===== config.mk =====
export PLATFORM = sky130hd
export DESIGN_NAME = uart_rx
export DESIGN_NICKNAME = d
export VERILOG_FILES = /design/src/rtl/uart_rx.sv
export SDC_FILE = /design/constraint.sdc
export NUM_CORES = 1
export LEC_CHECK = 0
export ABC_AREA = 1
export CELL_PAD_IN_SITES_DETAIL_PLACEMENT = 1
export CELL_PAD_IN_SITES_GLOBAL_PLACEMENT = 2
export CORE_UTILIZATION = 34
export DETAILED_ROUTE_END_ITERATION = 6
export PLACE_DENSITY_LB_ADDON = 0.1
export SLEW_MARGIN = 10
export SYNTH_ARGS = -nofsm -noshare
export SYNTH_HDL_FRONTEND = slang
export SYNTH_SLANG_ARGS = --single-unit
export TNS_END_PERCENT = 1

===== constraint.sdc =====
create_clock -name clk -period 2.8 [get_ports clk]
set_input_delay 0.56 -clock clk [delete_from_list [all_inputs] [get_ports clk]]
set_output_delay 0.56 -clock clk [all_outputs]
set_load 0.005 [all_outputs]

===== src/rtl/uart_rx.sv =====
// rtl/uart_rx.sv - 8N1 UART receiver with mid-bit start validation and framing check
module uart_rx #(
    parameter int CLKS_PER_BIT = 27
) (
    input  logic       clk,
    input  logic       rst,
    input  logic       rx,
    output logic [7:0] rx_data,
    output logic       rx_valid,
    output logic       rx_frm_err,
    output logic       rx_bsy
);

    localparam int CW = $clog2(CLKS_PER_BIT);
    localparam int HALF = CLKS_PER_BIT / 2;
    localparam logic [CW-1:0] HALF_M1 = CW'(HALF - 1);
    localparam logic [CW-1:0] LAST = CW'(CLKS_PER_BIT - 1);

    typedef enum logic [2:0] {
        IDLE,
        START,
        DATA,
        STOP,
        WAIT_IDLE
    } state_t;

    state_t        state, state_n;
    logic          rx_m, rx_s;
    logic [CW-1:0] cnt;
    logic [2:0]    idx;
    logic [7:0]    sh;

    logic cnt_clr, shift_en, idx_clr, idx_inc, load, valid_n, err_n;

    always_comb begin
        state_n  = state;
        cnt_clr  = 1'b0;
        shift_en = 1'b0;
        idx_clr  = 1'b0;
        idx_inc  = 1'b0;
        load     = 1'b0;
        valid_n  = 1'b0;
        err_n    = 1'b0;
        case (state)
            IDLE: begin
                if (!rx_s) begin
                    state_n = START;
                    cnt_clr = 1'b1;
                end
            end
            START: begin
                // a start bit that is no longer low at mid-bit was a glitch
                if (cnt == HALF_M1) begin
                    cnt_clr = 1'b1;
                    if (!rx_s) begin
                        state_n = DATA;
                        idx_clr = 1'b1;
                    end else begin
                        state_n = IDLE;
                    end
                end
            end
            DATA: begin
                if (cnt == LAST) begin
                    cnt_clr  = 1'b1;
                    shift_en = 1'b1;
                    if (idx == 3'd7) begin
                        state_n = STOP;
                    end else begin
                        idx_inc = 1'b1;
                    end
                end
            end
            STOP: begin
                if (cnt == LAST) begin
                    cnt_clr = 1'b1;
                    if (rx_s) begin
                        load    = 1'b1;
                        valid_n = 1'b1;
                        state_n = IDLE;
                    end else begin
                        err_n   = 1'b1;
                        state_n = WAIT_IDLE;
                    end
                end
            end
            WAIT_IDLE: begin
                // hold off until the line returns high so a break reports once
                if (rx_s) begin
                    state_n = IDLE;
                end
            end
            default: state_n = IDLE;
        endcase
    end

    always_ff @(posedge clk) begin
        if (rst) begin
            rx_m       <= 1'b1;
            rx_s       <= 1'b1;
            state      <= IDLE;
            cnt        <= '0;
            idx        <= '0;
            sh         <= '0;
            rx_data    <= '0;
            rx_valid   <= 1'b0;
            rx_frm_err <= 1'b0;
        end else begin
            rx_m       <= rx;
            rx_s       <= rx_m;
            state      <= state_n;
            rx_valid   <= valid_n;
            rx_frm_err <= err_n;
            if (cnt_clr) begin
                cnt <= '0;
            end else if (state == START || state == DATA || state == STOP) begin
                cnt <= cnt + 1'b1;
            end
            if (idx_clr) begin
                idx <= '0;
            end else if (idx_inc) begin
                idx <= idx + 1'b1;
            end
            if (shift_en) begin
                sh <= {rx_s, sh[7:1]};
            end
            if (load) begin
                rx_data <= sh;
            end
        end
    end

    assign rx_bsy = (state != IDLE);

endmodule

Word-level counts from Yosys, hierarchy flattened
Cells that the tools add are included.
{"block": "word_totals", "register_bits": 31, "out_inout_bits": 11, "inputBits": 3, "elab_cells": 57}
{"block": "op_classes", "reduce_logical": 9, "muxes": 22, "n_addsub": 2, "eq_ne": 13, "bitwise": 2}
{"cell": "$mux W3", "count": 7}
{"cell": "$pmux W3 S5", "count": 1}
{"cell": "$mux W1", "count": 12}
{"cell": "$ne A2 B2 Y1 const B", "count": 6}
{"cell": "$eq A3 B2 Y1 const B", "count": 2}
{"cell": "$eq A3 B3 Y1 const B", "count": 2}
{"cell": "$reduce_and A6 Y1", "count": 1}
{"cell": "$reduce_or A2 Y1", "count": 3}
{"cell": "$add A5 B1 Y5 const B", "count": 1}
{"cell": "$eq A5 B4 Y1 const B", "count": 1}
{"cell": "$eq A5 B5 Y1 const B", "count": 1}
{"cell": "$add A3 B1 Y3 const B", "count": 1}
{"cell": "$eq A3 B1 Y1 const B", "count": 1}
{"cell": "$logic_not A3 Y1", "count": 1}
{"cell": "$pmux W1 S3", "count": 1}
{"cell": "$reduce_bool A3 Y1", "count": 1}
{"cell": "$reduce_or A3 Y1", "count": 1}
{"cell": "$logic_or A1 B1 Y1", "count": 2}
{"cell": "$mux W2", "count": 1}
{"cell": "$not A1 Y1", "count": 2}

Longest topological paths before layout
{"block": "logic_depth", "ltp_word": 4, "depth_mapped": 11, "ltp_nobuf": 11}

Worst setup path before layout
No wires, ideal clock.
{"block": "synth_timing", "kind": "reg2reg", "start": "reg cnt[0]", "end": "reg rx_data[5]", "period_less_slack_ns": 1.309, "path_buffers": 1, "path_slack_ns": 1.491, "stages_incl_launch_ff": 9, "setup_ns": 0.115, "arrival_ns": 1.194, "required_time_ns": 2.685, "cell_sequence": "dfxtp_1 -> inv_1 -> ha_1 -> nand2_1 -> nor2_2 -> nand3_2 -> buf_6 -> o21ai_2 -> a21oi_2"}
{"block": "synth_between", "elab_chain_cells": 3}
{"element": "from (decl)", "line_no": "29", "text": "logic [CW-1:0] cnt;"}
{"element": "from (signal assigned)", "line_no": "117", "text": "cnt <= cnt + 1'b1;"}
{"element": "$eq A5 B5 Y1", "line_no": "75", "text": "if (cnt == LAST) begin"}
{"element": "$mux W1", "line_no": "75"}
{"element": "$mux W1"}
{"element": "to (signal assigned)", "line_no": "128", "text": "rx_data <= sh;"}
{"element": "to (decl)", "line_no": "8", "text": "output logic [7:0] rx_data,"}
No other way between the ends.
A chain may end at the register's enable or synchronous reset.

Final worst setup path
{"block": "layout_timing", "start": "reg state[2]", "end": "out rx_bsy"}
{"block": "layout_between", "elab_chain_cells": 1}
{"element": "from (decl)", "line_no": "27", "text": "state_t state, state_n;"}
{"element": "from (signal assigned)", "line_no": "111", "text": "state <= state_n;"}
{"element": "$reduce_bool A3 Y1", "line_no": "133", "text": "assign rx_bsy = (state != IDLE);"}
{"element": "to (decl)", "line_no": "11", "text": "output logic rx_bsy"}
No other way between the ends.

==> key figures <==
Run status
  – Status: finished, final reports clean

Clock network
  – Hold buffer count at cts: 0
  – Post-CTS Setup Inserts: 0
  – H-tree Lvls: 2
  – Clk Tree Root Cell: clkbuf_8
  – CTS resizes: 0
  – Clk_lat worst skew: ~270 ps
  – CTS tree: yes
  – Clk sinks: 31
  – Clock buffers created by TritonCTS: 5
  – Clk pin slew, worst setup/hold paths: 60 ps
  – Worst-case clock buffer depth: 2

Cells and area
  – Sequential cell area: roughly 620 µm²
  – Fill count: ~500
  – Final Core Density: between 40% and 50%
  – Diodes inserted: 0
  – Layout cell share with drive strength beyond 1: between 10% and 20%
  – Area Overhead vs Synth: 17.9%
  – Nets: around 210
  – Area of the multi-input gates: 667 µm²

Place
  – Dpl ws: 732 ps
  – Routability congestion estimate: just under 0.8
  – Final HPWL DP: ~2.4 mm
  – IO Port Bufs: 13

Synthesis
  – Distinct cell type count after synthesis: 28
  – Synthesis warning total: 0
  – Net count after synthesis: ~200
  – Sequential-to-total area share from yosys stat: a little over two fifths
  – Async set-reset flop share out of synthesis: 0%
  – Avg Cell Area, Syn: 7.56 µm²
  – Main synth FF type: dfxtp_1
  – Post-synth EDFFs: 0
  – FF+latch count, synth: 31
  – Mapped Area: ~1400 µm²
  – Cells after Synth: between 150 and 200

Die
  – FP Rows: 23
  – Die area: roughly 4400 µm²
  – Die Wd: approximately 67 µm
  – I/O pin count: 14
  – Initial core utilization: 35.5%
  – Core ar.: between 4000 and 5000 µm²
  – Height of the chip: approximately 67 µm

STA
  – Slew HR: 64.0%
  – Final setup viols: 0
  – Clock Skew: about 4.2 ps
  – Crit path time final: between 2000 and 2500 ps
  – RSZ-0062 raised after global routing: no
  – Final setup TNS: 0 ps
  – Max-slew violation count: 0
  – FMAX: between 400 and 500 MHz
  – Worst slew pin tran: 540 ps
  – Worst setup margin: 728 ps
  – Final hold vios: 0
  – Post-route clock period utilization: approximately 74%

Drt
  – Vias/cell: between 4 and 5
  – Residual DRC count: 0
  – Drt pass-1 iters: 4
  – Post-DR wirelength/cell: 12.6 µm
  – Initial DRC count: 44
  – Drt total wl: about 3.2 mm
  – Vias: 1219
  – Final ANT Viol Nets: 0

Setup path
  – CP Buf/Inv Count: 2
  – CP required: ~2200 ps
  – CP endpoint kind: output port
  – CP startpoint kind: flop
  – Critical Path Max Stage Delay: about 530 ps
  – Cell chain of the critical path: inv_4, nand2_1, clkdlybuf4s50_1
  – Crit path max fanout: 6
  – Critical path type: flop to output port
  – Top delay family on crit path: buffers and inverters
  – Worst Path Arrival: 1510 ps
  – Slowest cell on crit path: dfxtp_1

Flow run
  – Max cap viols: 0

GRT
  – GRT Util Overall: ~16%
  – Vias in the first global route: about 1200
  – Global-route wire length before repair: 5.42 mm
  – Initial antenna violation count: 0
  – Largest net degree at the start of global routing: 21
  – Global route overflow: 0

Power and ir drop
  – Pwr Density: around 700 nW/µm²
  – Worst IR Drop VDD: around 0.26 mV
  – Pleak: ~0.69 nW

Worst hold path
  – Hold crit path type: flop to flop
## power by group
| group | internal (mW) | switching [mW] |
|---|---|---|
| clock network | 0.192 | 0.152 |
| logic | 0.116 | 0.201 |
| registers | 0.467 | 0.0409 |
| total | 0.776 | 0.393 |
## cell usage after synthesis (3+ instances only)
cell type | count | share of area, %
inv_2 | 6 | 1.6
a21oi_1 | 14 | 4.9
inv_1 | 21 | 5.5
nand3_1 | 4 | 1.4
nor2_1 | 28 | 7.4
nand4_1 | 3 | 1.3
o21ai_0 | 17 | 6.0
nor2_2 | 5 | 2.2
ha_1 | 5 | 4.4
nand2_1 | 30 | 7.9
dfxtp_1 | 31 | 44
nand2_2 | 3 | 1.3
## kinds of logic after synthesis
kind of cell | share of synthesized area (%)
and+or+nand+nor | 29.1
AOI/OAI and AO/OA | 12.1
buffers and inverters | 9.42
DFF | 43.7
adders and majority gates | 4.40
xor gates and xnor gates | 1.23
## routing by layer
metal / wire length, µm / GRT usage (%) / up-vias
li1: - / - / 622
met1: 1530 / 20.1 / 577
met2: 1550 / 27.3 / 16
met3: 101 / 4.11 / 4
met4: 28 / 5.59 / 0
met5: 0 / 0 / -
## metrics by stage
| step | cells | area (µm²) | total power, mW | hold slack (ps) |
|---|---|---|---|---|
| global route | 254 | 1680 | 1.25 | 445 |
| floorplan | 188 | 1420 | 0.745 | 389 |
| CTS | 254 | 1680 | 1.19 | 434 |
| global placement | 247 | 1590 | 0.827 | 401 |
| detailed placement | 247 | 1590 | 0.838 | 415 |
| finish | 254 | 1680 | 1.17 | 426 |
## cell type report
| class | instances | area share (%) |
|---|---|---|
| sequential | 31 | 37.0 |
| multi-input combinational | 125 | 39.8 |
| clock inverter | 1 | 0.299 |
| clock buffer | 6 | 4.93 |
| timing repair buffer | 13 | 7.77 |
| inverter | 28 | 6.42 |
| tap | 50 | 3.73 |
## flip-flops by register name, indices dropped and copies added, names as in the netlist
| register | cells |
|---|---|
| cnt | 5 |
| rx_valid | 1 |
| idx | 3 |
| rx_m | 1 |
| sh | 8 |
| rx_s | 1 |
| rx_frm_err | 1 |
| state | 3 |
| rx_data | 8 |
## path summary, 6_finish.rpt
path	startpoint	to	slack, ps	depth (start not counted)
worst min register to register	rx_m	rx_s	430	1
worst min-delay path	rx_m	rx_s	430	1
worst max-delay path	state[2]	rx_bsy	730	3
worst max register to register	cnt[0]	rx_data[7]	1110	7
## cells in the final DEF (no fill, tap or decap)
cell and instances:
dfxtp_1 31, nand2_1 30, nor2_1 28, inv_1 21, o21ai_0 17, a21oi_1 14, clkdlybuf4s50_1 13, inv_2 6
clkbuf_8 6, nor2_2 5, ha_1 5, nand3_1 4, nand2_2 3, nand4_1 3, nor2_4 2, xor2_1 2
nor3_1 2, or2_2 2, inv_4 1, nand3_4 1, nor3_2 1, nand3_2 1, o21ai_2 1, a21oi_2 1
nand4_2 1, nor4_1 1, or2_0 1, clkinv_2 1
No activity file was read; power rests on OpenSTA's default activity.
